$ cat config.mk
export PLATFORM = sky130hd
export DESIGN_NAME = instr_split_fifo
export DESIGN_NICKNAME = d
export VERILOG_FILES = /design/src/rtl/instr_split_fifo.sv
export SDC_FILE = /design/constraint.sdc
export NUM_CORES = 1
export LEC_CHECK = 0
export CORE_MARGIN = 3
export CORE_UTILIZATION = 45
export CTS_CLUSTER_SIZE = 10
export DETAILED_ROUTE_END_ITERATION = 8
export PLACE_DENSITY = 0.78
export SKIP_LAST_GASP = 1
export SLEW_MARGIN = 5
export SYNTH_ARGS = -nofsm -noshare
export SYNTH_HDL_FRONTEND = slang
export SYNTH_SLANG_ARGS = --single-unit
$ cat constraint.sdc
create_clock -name clk -period 5.95 [get_ports clk]
set_clock_uncertainty 0.2 [all_clocks]
set_input_delay 1.19 -clock clk [delete_from_list [all_inputs] [get_ports clk]]
set_output_delay 1.19 -clock clk [all_outputs]
set_load 0.01 [all_outputs]
$ cat src/rtl/instr_split_fifo.sv
// Decoding instruction FIFO: MIPS words are split into fields at push time and queued.
// Optional per-format pop counters are compiled in with INSTR_SPLIT_PERF_CNT_EN.
module instr_split_fifo #(
   parameter int DEPTH = 4,
   parameter int IMM_W = 32
) (
   input  logic                     clk,
   input  logic                     rst_n,
   input  logic                     flush,
   input  logic                     in_valid,
   output logic                     in_ready,
   input  logic [31:0]              instruction,
   output logic                     out_valid,
   input  logic                     out_ready,
   output logic [$clog2(DEPTH):0]   count,
   output logic [5:0]               opcodeOut,
   output logic [4:0]               rs,
   output logic [4:0]               rt,
   output logic [4:0]               rd,
   output logic [4:0]               shamt,
   output logic [5:0]               functionCode,
   output logic [25:0]              jtarget,
   output logic [IMM_W-1:0]         imm_ext,
   output logic [1:0]               fmt,
   output logic [31:0]              r_cnt,
   output logic [31:0]              i_cnt,
   output logic [31:0]              j_cnt
);
   localparam int AW = $clog2(DEPTH);
   localparam int CW = AW + 1;

   logic [AW-1:0]    r_wr_ptr;
   logic [AW-1:0]    r_rd_ptr;
   logic [CW-1:0]    r_count;
   logic [5:0]       r_op   [DEPTH];
   logic [25:0]      r_body [DEPTH];
   logic [IMM_W-1:0] r_imm  [DEPTH];
   logic [1:0]       r_fmt  [DEPTH];

   logic             w_push;
   logic             w_pop;
   logic             w_head_valid;
   logic [5:0]       w_opcode;
   logic [1:0]       w_fmt;
   logic             w_zero_ext;
   logic [IMM_W-1:0] w_imm;

   assign w_head_valid = (r_count != '0);
   assign in_ready     = (r_count < CW'(DEPTH));
   assign out_valid    = w_head_valid;
   assign count        = r_count;
   // flush wins over any handshake on the same edge
   assign w_push       = in_valid && in_ready && !flush;
   assign w_pop        = w_head_valid && out_ready && !flush;

   assign w_opcode   = instruction[31:26];
   assign w_zero_ext = (w_opcode == 6'h0C) || (w_opcode == 6'h0D) || (w_opcode == 6'h0E);

   always_comb begin
      w_fmt = 2'b01;
      if (w_opcode == 6'h00)
         w_fmt = 2'b00;
      else if ((w_opcode == 6'h02) || (w_opcode == 6'h03))
         w_fmt = 2'b10;
   end

   generate
      if (IMM_W == 16) begin : g_imm_pass
         assign w_imm = instruction[15:0];
      end else begin : g_imm_ext
         assign w_imm = w_zero_ext ? {{(IMM_W-16){1'b0}}, instruction[15:0]}
                                   : {{(IMM_W-16){instruction[15]}}, instruction[15:0]};
      end
   endgenerate

   // Storage needs no reset: occupancy alone decides what is visible.
   always_ff @(posedge clk) begin
      if (w_push) begin
         r_op[r_wr_ptr]   <= w_opcode;
         r_body[r_wr_ptr] <= instruction[25:0];
         r_imm[r_wr_ptr]  <= w_imm;
         r_fmt[r_wr_ptr]  <= w_fmt;
      end
   end

   always_ff @(posedge clk or negedge rst_n) begin
      if (!rst_n) begin
         r_wr_ptr <= '0;
         r_rd_ptr <= '0;
         r_count  <= '0;
      end else if (flush) begin
         r_wr_ptr <= '0;
         r_rd_ptr <= '0;
         r_count  <= '0;
      end else begin
         if (w_push)
            r_wr_ptr <= r_wr_ptr + 1'b1;
         if (w_pop)
            r_rd_ptr <= r_rd_ptr + 1'b1;
         if (w_push && !w_pop)
            r_count <= r_count + 1'b1;
         else if (w_pop && !w_push)
            r_count <= r_count - 1'b1;
      end
   end

   always_comb begin
      opcodeOut    = '0;
      rs           = '0;
      rt           = '0;
      rd           = '0;
      shamt        = '0;
      functionCode = '0;
      jtarget      = '0;
      imm_ext      = '0;
      fmt          = '0;
      if (w_head_valid) begin
         opcodeOut    = r_op[r_rd_ptr];
         rs           = r_body[r_rd_ptr][25:21];
         rt           = r_body[r_rd_ptr][20:16];
         rd           = r_body[r_rd_ptr][15:11];
         shamt        = r_body[r_rd_ptr][10:6];
         functionCode = r_body[r_rd_ptr][5:0];
         jtarget      = r_body[r_rd_ptr];
         imm_ext      = r_imm[r_rd_ptr];
         fmt          = r_fmt[r_rd_ptr];
      end
   end

`ifdef INSTR_SPLIT_PERF_CNT_EN
   logic [31:0] r_rfmt_cnt;
   logic [31:0] r_ifmt_cnt;
   logic [31:0] r_jfmt_cnt;

   always_ff @(posedge clk or negedge rst_n) begin
      if (!rst_n) begin
         r_rfmt_cnt <= '0;
         r_ifmt_cnt <= '0;
         r_jfmt_cnt <= '0;
      end else if (w_pop) begin
         case (r_fmt[r_rd_ptr])
            2'b00:   r_rfmt_cnt <= r_rfmt_cnt + 32'd1;
            2'b10:   r_jfmt_cnt <= r_jfmt_cnt + 32'd1;
            default: r_ifmt_cnt <= r_ifmt_cnt + 32'd1;
         endcase
      end
   end

   assign r_cnt = r_rfmt_cnt;
   assign i_cnt = r_ifmt_cnt;
   assign j_cnt = r_jfmt_cnt;
`else
   assign r_cnt = '0;
   assign i_cnt = '0;
   assign j_cnt = '0;
`endif
endmodule
**After elaboration in Yosys (flattened, before gate mapping)**

Memory sizes are Yosys's and may differ from the RTL's.
Cells that the tools add are included.

- Register bits after elaboration: 7
- RAM bits: 264
- Bits of input ports: 37
- Output and inout port bits: 193
- Logic and storage cells: 55
- Memories: 4

Memories:

| name | words | bits a word | rd ports | clocked after Yosys merged registers in | write ports | RTL line | RTL |
|---|---|---|---|---|---|---|---|
| r_imm | 4 | 32 | 1 | 0 | 1 | 37 | `logic [IMM_W-1:0] r_imm [DEPTH];` |
| r_body | 4 | 26 | 1 | 0 | 1 | 36 | `logic [25:0] r_body [DEPTH];` |
| r_op | 4 | 6 | 1 | 0 | 1 | 35 | `logic [5:0] r_op [DEPTH];` |
| r_fmt | 4 | 2 | 1 | 0 | 1 | 38 | `logic [1:0] r_fmt [DEPTH];` |

- $add $sub $neg: 4
- $lt $le $gt $ge: 1
- Equal/unequal tests: 5
- Multiplexer cells: 21
- Reductions and logical operators: 17

Operators by type and width:

| operator | number |
|---|---|
| 32-bit 2-to-1 mux | 2 |
| 26-bit 2-to-1 mux | 1 |
| 5-bit 2-to-1 mux | 4 |
| 6-bit by 4-bit == test with 1-bit output (second input constant) | 3 |
| 2-bit 2-to-1 mux | 7 |
| 6-bit by 2-bit == test with 1-bit output (second input constant) | 2 |
| 6-bit 2-to-1 mux | 2 |
| 3-bit 2-to-1 mux | 3 |
| 1-bit logical AND | 6 |
| 6-bit zero test | 1 |
| 3-bit nonzero test | 2 |
| 2-bit by 1-bit adder with 2-bit output (second input constant) | 2 |
| 2-bit nonzero test | 2 |
| 3-bit by 1-bit adder with 3-bit output (second input constant) | 1 |
| 1-bit zero test | 3 |
| 1-bit logical OR | 3 |
| 3-bit less-than comparator (second input constant) | 1 |
| 3-bit by 1-bit subtractor with 3-bit output (second input constant) | 1 |
| 1-bit 2-to-1 mux | 2 |

**Logic depth before layout (Yosys ltp)**

- Depth in word-level cells: 8
- Mapped depth: 10

**Worst setup path after synthesis**

No wires, ideal clock.

- Kind: input port to flip-flop
- Start: input in_valid
- End: memory r_body[0][0], enable pin
- Data arrival time: 2.572 ns
- Required time: 5.354 ns
- Path slack: 2.782 ns
- Stages on the path: 4
- Buffers on the path: 1
- Cell sequence: nor2b_1 buf_2 nor2b_1 and2_1

- Cells in the longest elaborated chain, start to end: 4

RTL lines:

| item | RTL line | RTL |
|---|---|---|
| start: declaration | 10 | `input logic in_valid,` |
| 1-bit logical AND (2 in a row) | 53 | `assign w_push = in_valid && in_ready && !flush;` |
| 1-bit 2-to-1 mux | 78 | `if (w_push) begin` |
| 1-bit 2-to-1 mux (not written as such) | 80 | `r_body[r_wr_ptr] <= instruction[25:0];` |
| end: declaration | 36 |  |

No other way between the ends.

**Worst setup path after layout**

- Start: register r_rd_ptr[0]
- End: output imm_ext[5]

- Cells in the longest elaborated chain, start to end: 2

RTL lines:

| item | RTL line | RTL |
|---|---|---|
| start: declaration | 33 | `logic [AW-1:0] r_rd_ptr;` |
| start signal: assignment | 99 | `r_rd_ptr <= r_rd_ptr + 1'b1;` |
| memory read 4 x 32 bit | - |  |
| 32-bit 2-to-1 mux | 117 | `if (w_head_valid) begin` |
| end: declaration | 23 | `output logic [IMM_W-1:0] imm_ext,` |

No other way between the ends.

==> results.cfg <==
[status]
status = completed

[cts]
ctsHoldBuffers = 0
post-cts-setup-buffer-count = 0
clock-root-buffer = clkbuf_16
cts_tree = done
clk_path_buf_depth = 2
numCtsBuffers = 17
cts_resized = 0
clock_sinks = 147
cts_htree_levels = 4
clk_pin_slew_ns = 0.06
clock_latency_ns = 0.40

[global_routing]
grt-ovfl-total = 0
grt_max_degree = 39
grt_usage_pct = 14.41
grt_antenna_before_repair = 0
grt_pass1_wl_um = 19240
grt_pass1_vias = 3426

[worst_setup_path]
max_stage_delay_ns = 0.95
worstPathArrival_ns = 3.01
start_kind = flop
slowest_stage = dfrtp_2
critical_path.top_delay_family = flip-flops
critPathBufInv = 2
required_ns = 4.56
crit_path_end_kind = output pin
path_max_fanout = 27
criticalPathCategory = flop to output pin
crit_chain = buf_4, mux4_1, and2_1, clkdlybuf4s50_1

[die]
coreArea_um2 = 15260
die_w_um = 131.3
placementRows = 45
dieArea_um2 = 17250
ios = 230
die_y_um = 131.3
start_util_pct = 46.32

[timing]
setup_viol = 0
slew_viol_final = 0
rsz0062_at_grt = no
whs_ns = 0.4400
finalCritPeriodShare_pct = 74.01
finalHoldViolations = 0
slew_headroom_pct = 35.57
max_freq_ghz = 0.2271
finalSetupTns_ns = 0
worstMarginPinSlew_ns = 0.9665
fin_crit_ns = 4.404

[min_path]
hold_path.class = flop to flop

[pwr]
internal_power_uw = 2532
swShare_pct = 26.96
power_density_nw_per_um2 = 414.0
seq_power_share_pct = 36.4
p_clk_share_pct = 31.5
power_frac_comb_pct = 32.2
p_leak_uw = 0.002919
power_uw = 3467
ir_drop_v = 0.0002633
p_sw_uw = 934.4

[synthesis]
ys_seq_elements = 147
postSynthAreaPerCell_um2 = 15.92
synth_area_leaders = edfxtp_1, buf_4, mux4_2
synth.yosys.seq_area_share_pct = 61.96
yosysUniqueCellTypes = 32
synth_area_leader_cell = edfxtp_1
syn_inst = 444
yosysWarnings = 0
syn-cell-area_um2 = 7068
netlist.area_leader.share_pct = 59.48

[route]
avgViaCountPerCell = 4.583
drt-initial-drc-count = 223
drt_wl_total_um = 12490
route.detailed.drc = 0
routedWlPerCell_um = 16.70
num_vias = 3428
antenna_left = 0
dr.pass1.iters = 5

[cells_and_area]
final_nets = 566
layout_common_cells = edfxtp_1, clkdlybuf4s50_1, conb_1, and2_1, mux4_2
final_common_cell = edfxtp_1
area_growth_syn_to_layout_pct = 18.46
drive_above_1_share_pct = 12.48
diodes = 0

[run]
max_cap_violations = 0

[placed_design]
gp_congestion = 0.6560
portBuffers = 133
hpwl_um = 7993
## cell type report
type                       instances  area [um^2]
inverter                           6        22.52
multi-input combinational        217         1744
fill                            1174         6885
sequential                       147         4382
clock inverter                    14        185.2
timing repair buffer             135         1346
clock buffer                      18        429.2
tap                              211        264.0
## Yosys cell counts
library cell  count
buf_4           153
edfxtp_1        140
and2_1           41
mux4_2           28
nor2_1            8
buf_2             7
dfrtp_1           7
mux4_1            7
inv_1             6
a21oi_1           4
ha_1              4
nand2_1           4
o21ai_0           4
buf_12            3
nor2b_1           3
xor2_1            3
a2bb2oi_1         2
buf_6             2
clkbuf_2          2
nand3_1           2
nor4_1            2
xnor2_1           2
a221oi_1          1
a311oi_1          1
buf_1             1
clkbuf_1          1
conb_1            1
fa_1              1
nand3_2           1
nand3b_1          1
o31a_1            1
or3_1             1
## state kept, by name, indices dropped and copies added, names as in the netlist
name	cells
r_body	104
r_wr_ptr	2
r_imm	4
r_op	24
count	3
r_fmt	8
r_rd_ptr	2
## power by group through the flow
stage	sequential [uW]	clock (uW)	combinational, uW
after floorplan	1230	0	828
after global placement	1280	0	1120
after detailed placement	1280	0	1130
after CTS	1260	1110	1140
after global routing	1270	1160	1200
final	1260	1090	1110
## per-stage QoR
| step | cell area [um^2] | worst slack, ns | utilization (%) | instances |
|---|---|---|---|---|
| global placement | 7759 | 1.910 | 50.85 | 716 |
| floorplan | 7425 | 2.782 | - | 539 |
| CTS | 8373 | 1.440 | 54.87 | 748 |
| finish | 8373 | 1.546 | 54.87 | 748 |
| global route | 8373 | 1.293 | 54.87 | 748 |
| detailed placement | 7759 | 1.856 | 50.85 | 716 |
## tightest hold or removal path: cells and delay by family (launching register included)
kind | cells | cell delay, ns
xor+xnor | 1 | 0.15
flops | 1 | 0.42
simple gates | 1 | 0.04
## cells by family (layout without fill, tap and decap cells)
kind of cell / after synthesis / count (layout) / synth area share (%)
and+or+nand+nor: 63 / 63 / 5.187
xor gates and xnor gates: 5 / 5 / 0.6197
AOI/OAI and AO/OA: 13 / 13 / 1.186
DFF: 147 / 147 / 61.96
muxes: 35 / 35 / 11.52
buffers and inverters: 175 / 173 / 18.48
other: 1 / 96 / 0.05306
adders and majority gates: 5 / 5 / 0.9914
## routing by layer
metal	GRT usage [%]	up-vias	wire [um]
li1	-	1527	-
met1	17.62	1710	4970
met2	24.68	173	6421
met3	4.250	18	901
met4	4.726	0	196
met5	0	-	0
## final timing paths
kind                            slack [ns]      endpoint        start  depth (start not counted)
worst max-delay path                  1.55    imm_ext[5]  r_rd_ptr[0]                          4
worst min-delay path                  0.44   r_wr_ptr[0]  r_wr_ptr[0]                          2
worst max register to register        3.23  r_body[2][7]     count[2]                          3
worst min register to register        0.44   r_wr_ptr[0]  r_wr_ptr[0]                          2
max in group asynchronous             4.45   r_rd_ptr[0]        rst_n                          1
min in group asynchronous             0.84   r_wr_ptr[1]        rst_n                          1
Note: power is estimated with default switching activity, not from simulation.
